$ cat src/rtl/match_event_logger_if.sv
`default_nettype none
// ============================================================================
//  Module   : match_event_logger_if
//  Purpose  : Bundles the detector-side and host-side signals of the match
//             event logger into one interface.
//             master : the upstream/host side. It drives q, clr and rd_en
//                      and observes the FIFO and status outputs.
//             slave  : the logger itself.
//  Signals  : q, clr, rd_en            -> logger
//             rd_data, empty, full,    <- logger
//             level, match_cnt, overflow
//             irq                      <- logger (only with MATCH_IRQ_EN)
//  Macro    : MATCH_IRQ_EN adds the irq signal.
//  Revision : 1.0  initial release
// ============================================================================
interface match_event_logger_if #(
    parameter int TS_WIDTH   = 16,
    parameter int FIFO_DEPTH = 8,
    parameter int CNT_WIDTH  = 8
);
    localparam int c_LVL_WIDTH = $clog2(FIFO_DEPTH) + 1;

    logic                   q;
    logic                   clr;
    logic                   rd_en;
    logic [TS_WIDTH-1:0]    rd_data;
    logic                   empty;
    logic                   full;
    logic [c_LVL_WIDTH-1:0] level;
    logic [CNT_WIDTH-1:0]   match_cnt;
    logic                   overflow;
`ifdef MATCH_IRQ_EN
    logic                   irq;
`endif

    modport master (
        output q,
        output clr,
        output rd_en,
        input  rd_data,
        input  empty,
        input  full,
        input  level,
        input  match_cnt,
        input  overflow
`ifdef MATCH_IRQ_EN
        ,
        input  irq
`endif
    );

    modport slave (
        input  q,
        input  clr,
        input  rd_en,
        output rd_data,
        output empty,
        output full,
        output level,
        output match_cnt,
        output overflow
`ifdef MATCH_IRQ_EN
        ,
        output irq
`endif
    );
endinterface : match_event_logger_if
`default_nettype wire

$ cat src/rtl/match_event_logger.sv
`default_nettype none
// ============================================================================
//  Module   : match_event_logger
//  Purpose  : Consumer stage downstream of the serial 1010 detector. Every
//             cycle with q=1 is one match. Each match is stamped with a
//             free-running bit-time counter and pushed into a small show-ahead
//             FIFO. A saturating total-match counter and a sticky overflow
//             flag are kept for host read-out.
//  Ports    : clk  - rising-edge clock
//             rst  - synchronous active-high reset, dominant over all inputs
//             bus  - match_event_logger_if.slave (q, clr, rd_en in;
//                    rd_data, empty, full, level, match_cnt, overflow,
//                    [irq] out)
//  Params   : TS_WIDTH, FIFO_DEPTH (power of 2, >= 2), CNT_WIDTH,
//             IRQ_THRESH (1..FIFO_DEPTH, only meaningful with MATCH_IRQ_EN).
//             The interface instance must use the same TS_WIDTH, FIFO_DEPTH
//             and CNT_WIDTH.
//  Macro    : MATCH_IRQ_EN - adds the registered irq output.
//  Revision : 1.0  initial release
// ============================================================================
module match_event_logger #(
    parameter int TS_WIDTH   = 16,
    parameter int FIFO_DEPTH = 8,
    parameter int CNT_WIDTH  = 8,
    parameter int IRQ_THRESH = 4
) (
    input  wire logic            clk,
    input  wire logic            rst,
    match_event_logger_if.slave  bus
);
    localparam int c_PTR_W = $clog2(FIFO_DEPTH);
    localparam int c_LVL_W = c_PTR_W + 1;

    // Elaboration-time parameter sanity checks.
    if (FIFO_DEPTH < 2 || (FIFO_DEPTH & (FIFO_DEPTH - 1)) != 0) begin : g_chk_depth
        $error("match_event_logger: FIFO_DEPTH must be a power of 2 and >= 2");
    end
    if (IRQ_THRESH < 1 || IRQ_THRESH > FIFO_DEPTH) begin : g_chk_thresh
        $error("match_event_logger: IRQ_THRESH must be within 1..FIFO_DEPTH");
    end

    logic [TS_WIDTH-1:0]  r_ts;
    logic [TS_WIDTH-1:0]  r_mem [FIFO_DEPTH];
    logic [c_PTR_W-1:0]   r_wr_ptr;
    logic [c_PTR_W-1:0]   r_rd_ptr;
    logic [c_LVL_W-1:0]   r_level;
    logic [CNT_WIDTH-1:0] r_cnt;
    logic                 r_ovf;

    logic                 w_full;
    logic                 w_empty;
    logic                 w_push;
    logic                 w_pop;
    logic                 w_drop;
    logic [c_LVL_W-1:0]   w_level_nxt;
    logic                 w_ovf_nxt;

    always_comb begin
        w_full  = (r_level == c_LVL_W'(FIFO_DEPTH));
        w_empty = (r_level == '0);
        // A pop in the same cycle frees the slot, so a push into a full
        // FIFO is accepted when rd_en is high.
        w_push  = bus.q && (!w_full || bus.rd_en);
        // Pop needs a stored entry; an empty FIFO is never bypassed.
        w_pop   = bus.rd_en && !w_empty;
        w_drop  = bus.q && w_full && !bus.rd_en;

        w_level_nxt = r_level;
        if (w_push && !w_pop) begin
            w_level_nxt = r_level + c_LVL_W'(1);
        end else if (!w_push && w_pop) begin
            w_level_nxt = r_level - c_LVL_W'(1);
        end

        // clr takes priority over a drop in the same cycle, matching how
        // clr also wins over a coincident increment of the match counter.
        w_ovf_nxt = r_ovf;
        if (bus.clr) begin
            w_ovf_nxt = 1'b0;
        end else if (w_drop) begin
            w_ovf_nxt = 1'b1;
        end
    end

    // Control state.
    always_ff @(posedge clk) begin
        if (rst) begin
            r_ts     <= '0;
            r_wr_ptr <= '0;
            r_rd_ptr <= '0;
            r_level  <= '0;
            r_cnt    <= '0;
            r_ovf    <= 1'b0;
        end else begin
            r_ts    <= r_ts + TS_WIDTH'(1);
            r_level <= w_level_nxt;
            r_ovf   <= w_ovf_nxt;
            if (w_push) begin
                r_wr_ptr <= r_wr_ptr + c_PTR_W'(1);
            end
            if (w_pop) begin
                r_rd_ptr <= r_rd_ptr + c_PTR_W'(1);
            end
            if (bus.clr) begin
                r_cnt <= '0;
            end else if (bus.q && !(&r_cnt)) begin
                r_cnt <= r_cnt + CNT_WIDTH'(1);
            end
        end
    end

    // Storage carries no reset; pointers and level define what is valid.
    always_ff @(posedge clk) begin
        if (w_push) begin
            r_mem[r_wr_ptr] <= r_ts;
        end
    end

    assign bus.rd_data   = w_empty ? '0 : r_mem[r_rd_ptr];
    assign bus.empty     = w_empty;
    assign bus.full      = w_full;
    assign bus.level     = r_level;
    assign bus.match_cnt = r_cnt;
    assign bus.overflow  = r_ovf;

`ifdef MATCH_IRQ_EN
    logic r_irq;

    // Registered from the next-state values so irq moves in the same cycle
    // as level and overflow.
    always_ff @(posedge clk) begin
        if (rst) begin
            r_irq <= 1'b0;
        end else begin
            r_irq <= (w_level_nxt >= c_LVL_W'(IRQ_THRESH)) | w_ovf_nxt;
        end
    end

    assign bus.irq = r_irq;
`endif

endmodule : match_event_logger
`default_nettype wire
$ cat src/flat_wrapper.sv
// flat-port wrapper written by rule: the top's interface ports become plain ports
module match_event_logger_flat 
#(
    parameter int TS_WIDTH   = 16,
    parameter int FIFO_DEPTH = 8,
    parameter int CNT_WIDTH  = 8,
    parameter int IRQ_THRESH = 4
)
  (clk, rst, bus_q, bus_clr, bus_rd_en, bus_rd_data, bus_empty, bus_full, bus_level, bus_match_cnt, bus_overflow);
  match_event_logger_if #(.TS_WIDTH(TS_WIDTH), .FIFO_DEPTH(FIFO_DEPTH), .CNT_WIDTH(CNT_WIDTH)) bus_i ();
  input  wire logic clk;
  input  wire logic rst;
  input wire logic [$bits(bus_i.q)-1:0] bus_q;
  input wire logic [$bits(bus_i.clr)-1:0] bus_clr;
  input wire logic [$bits(bus_i.rd_en)-1:0] bus_rd_en;
  output wire logic [$bits(bus_i.rd_data)-1:0] bus_rd_data;
  output wire logic [$bits(bus_i.empty)-1:0] bus_empty;
  output wire logic [$bits(bus_i.full)-1:0] bus_full;
  output wire logic [$bits(bus_i.level)-1:0] bus_level;
  output wire logic [$bits(bus_i.match_cnt)-1:0] bus_match_cnt;
  output wire logic [$bits(bus_i.overflow)-1:0] bus_overflow;
  assign bus_i.q = bus_q;
  assign bus_i.clr = bus_clr;
  assign bus_i.rd_en = bus_rd_en;
  assign bus_rd_data = bus_i.rd_data;
  assign bus_empty = bus_i.empty;
  assign bus_full = bus_i.full;
  assign bus_level = bus_i.level;
  assign bus_match_cnt = bus_i.match_cnt;
  assign bus_overflow = bus_i.overflow;
  match_event_logger #(.TS_WIDTH(TS_WIDTH), .FIFO_DEPTH(FIFO_DEPTH), .CNT_WIDTH(CNT_WIDTH), .IRQ_THRESH(IRQ_THRESH)) u_core (.clk(clk), .rst(rst), .bus(bus_i));
endmodule
$ cat config.mk
export PLATFORM = sky130hd
export DESIGN_NAME = match_event_logger_flat
export DESIGN_NICKNAME = d
export VERILOG_FILES = /design/src/rtl/match_event_logger_if.sv /design/src/rtl/match_event_logger.sv /design/src/flat_wrapper.sv
export SDC_FILE = /design/constraint.sdc
export NUM_CORES = 1
export LEC_CHECK = 0
export ABC_AREA = 0
export BUFFER_PORTS_ARGS = -buffer_cell sky130_fd_sc_hd__buf_4
export CAP_MARGIN = 20
export CORE_MARGIN = 2
export CORE_UTILIZATION = 45
export DETAILED_ROUTE_END_ITERATION = 8
export PLACE_DENSITY = 0.62
export SYNTH_ARGS = -nofsm -noshare
export SYNTH_HDL_FRONTEND = slang
export SYNTH_SLANG_ARGS = --single-unit
$ cat constraint.sdc
create_clock -name clk -period 3.8 [get_ports clk]
set_input_delay 0.57 -clock clk [delete_from_list [all_inputs] [get_ports clk]]
set_output_delay 0.57 -clock clk [all_outputs]
set_load 0.005 [all_outputs]
==> results.yml <==
worst_setup_path:
  cp_cell_sequence: "or4b_4, o21ai_2, inv_1, ha_1, inv_1, ha_1, a21oi_1, a211oi_1, a31oi_1, mux2_2"
  crit_path_start_kind: "flop"
  worst-path-buf-inv: 2
  worstPathRequired_ns: 4.10
  path_delay_family: "compound AO/OA/AOI/OAI gates"
  crit_type: "reg -> reg"
  worst_ep_arrival_time_ns: 3.35
  critPathMaxFanout: 6
  max_stage_delay_ns: 0.60
  critPathSlowestCell: "or4b_4"
  critPathCaptureType: "flop"
grt:
  antenna_found_initial: 0
  grt_max_degree: 33
  grt.total_usage_pct: 16.4
  grt_pass1_wl_um: 19100
  grt_pass1_vias: 3574
  overflow: 0
clocking:
  clk_pin_slew_ns: 0.06
  htree_levels: 4
  clock-root-buffer: "clkbuf_16"
  cts.sinks: 166
  clkLatencyLatePin_ns: 0.41
  cts_setup_buffers: 0
  cts_resized: 0
  numCtsBuffers: 17
  cts_hold_buffers: 0
  cts_tree: "yes"
  cts.path.max_buffers: 2
pwr:
  ir_worst_vdd_mv: 0.348
  power_leakage_nw: 2.61
  pwr-share-seq_pct: 45.7
  p_clk_share_pct: 32.6
  p_sw_mw: 1.18
  p_comb_share_pct: 21.7
  switching_share_pct: 25.0
  p_per_area_nw_per_um2: 615
  p_int_mw: 3.55
sta:
  tightest_slew_ns: 0.989
  fin_tns_setup_ns: 0
  hold_slack_ns: 0.462
  clock_skew_ns: 0.00746
  maxSlewHeadroom_pct: 33.8
  hold_viol: 0
  clock.fmax_mhz: 328
  finalSetupViolations: 0
  finalCritPeriodShare_pct: 80.2
  finalCriticalPeriod_ns: 3.05
  rsz0062_at_grt: "no"
  drv_slew: 0
floorplanning:
  die_w_um: 125
  coreArea_sq_um: 14400
  rows: 44
  start_util_pct: 45.6
  chipHeight_um: 125
  ioPinCount: 36
  die-area_sq_um: 15600
yosys:
  syn_inst: 400
  synth_edf_count: 128
  ys_types: 42
  synth_fp_nets: 413
  synth-seq-area-share_pct: 70.1
  async_flop_share_pct: 0
  synth_seq_cells: 166
  syn_area_per_cell_sq_um: 16.4
  synthFlopType: "edfxtp_1"
  netlist_area_sq_um: 6570
  yosysWarnings: 0
worst_hold_path:
  holdCritPathClass: "in -> reg"
final_layout:
  insertedDiodeCount: 0
  fillerInstances: 1199
  drive_gt1_share_pct: 25.6
  area_growth_pct: 17.0
  fin_nets: 465
place:
  portBuffers: 35
  gp_congestion: 0.745
  post-dp-hpwl_um: 7270
detailed_routing:
  viasPerCell: 5.40
  vias: 3505
  antenna_left: 0
  first_pass_iters: 4
  drc: 0
  drt-initial-drc-count: 240
  wirelength_um: 12100
  wl_per_cell_um: 18.6
outcome:
  status: "finished clean"
run:
  cap_violations: 0
-- final cells by class --
type	instances	area [sq um]	share of cell area (%)
multi-input combinational	213	1920	24.9
clock buffer	29	522	6.78
sequential	166	4610	59.9
tap	184	230	2.99
timing repair buffer	49	380	4.94
clock inverter	3	17.5	0.228
inverter	5	18.8	0.244
-- final timing paths --
kind,start,endpoint,slack (ns),cells after the start
worst min-delay path,bus_clr,u_core.bus.match_cnt[2],0.46,4
worst max-delay path,u_core.bus.level[0],u_core.bus.level[3],0.75,10
worst min register to register,u_core.bus.overflow,u_core.bus.overflow,0.48,2
worst max register to register,u_core.bus.level[0],u_core.bus.level[3],0.75,10
-- sequential cells by signal, summed over array words and instances, names as in the netlist, named ones only --
signal and flops:
u_core.r_wr_ptr 3, u_core.bus.match_cnt 8, u_core.bus.level 4, u_core.r_rd_ptr 3
u_core.bus.overflow 1, u_core.r_ts 16, u_core.r_mem 128
-- synthesized netlist by cell type, types with 2 or more instances --
| master | instances | area share, % |
|---|---|---|
| a211oi_1 | 2 | 0.23 |
| a21oi_1 | 7 | 0.53 |
| a31oi_1 | 5 | 0.48 |
| and2_1 | 2 | 0.19 |
| and3_1 | 2 | 0.19 |
| buf_1 | 3 | 0.17 |
| buf_2 | 5 | 0.38 |
| clkbuf_1 | 8 | 0.46 |
| dfxtp_1 | 38 | 12 |
| edfxtp_1 | 128 | 58 |
| ha_1 | 7 | 1.3 |
| inv_1 | 5 | 0.29 |
| mux2i_1 | 19 | 2.9 |
| mux4_2 | 32 | 11 |
| nand2_1 | 13 | 0.74 |
| nand2b_1 | 3 | 0.29 |
| nand3_1 | 10 | 0.76 |
| nand4_1 | 3 | 0.29 |
| nor2_1 | 53 | 3.0 |
| nor2b_1 | 2 | 0.19 |
| nor3_1 | 6 | 0.46 |
| nor4_1 | 3 | 0.29 |
| o21ai_0 | 6 | 0.46 |
| o31ai_1 | 2 | 0.23 |
| or4_1 | 2 | 0.23 |
| xnor2_1 | 7 | 0.93 |
| xor2_1 | 12 | 1.6 |
-- cell usage in the layout (no fill, tap or decap), types with 6 or more instances in the layout --
master / count
clkbuf_1: 8
xor2_1: 12
ha_1: 7
mux4_2: 32
nand3_1: 10
xnor2_1: 7
nor2_1: 53
a21oi_1: 7
nand2_1: 13
buf_4: 48
edfxtp_1: 128
o21ai_0: 6
dfxtp_1: 37
clkbuf_16: 18
mux2i_1: 19
-- metrics by stage --
step           area (sq um)  setup WS [ns]  utilization, %  power, mW  cells
6_report               7690          0.754            53.3       4.73    649
3_5_place_dp           7150          0.761            49.6       3.26    617
2_1_floorplan          6570          0.856               -       2.84    400
3_3_place_gp           7150          0.846            49.5       3.25    616
5_1_grt                7690          0.557            53.3       4.96    649
4_1_cts                7690          0.743            53.3       4.79    649
-- logic make-up after synthesis --
family                     after synthesis  synth area share, %
buffers and inverters                   21                 1.29
AOI/OAI and AO/OA                       25                 2.30
and+or+nand+nor                        109                 8.15
adders and majority gates                8                 1.64
muxes                                   52                 14.0
xor gates and xnor gates                19                 2.53
DFF                                    166                 70.1
-- power groups by stage --
stage                     sequential (mW)  clock [mW]  combinational (mW)
after floorplan                      2.13           0               0.712
after global placement               2.20           0                1.05
after detailed placement             2.21           0                1.06
after CTS                            2.17        1.57                1.06
after global routing                 2.19        1.65                1.12
final                                2.16        1.54                1.03
-- routing by layer --
layer / wire [um] / track usage (%) / up-vias
met4: 176 / 6.93 / 0
met2: 6070 / 27.0 / 85
li1: - / - / 1643
met1: 5180 / 21.3 / 1760
met3: 642 / 3.61 / 17
met5: 0 / 0 / -
-- tightest hold or removal path: stages --
cell	delay (ns)
buf_4	0.08
nor2_1	0.06
o21ai_0	0.08
a31oi_1	0.04
(Power assumes the default switching activity.)
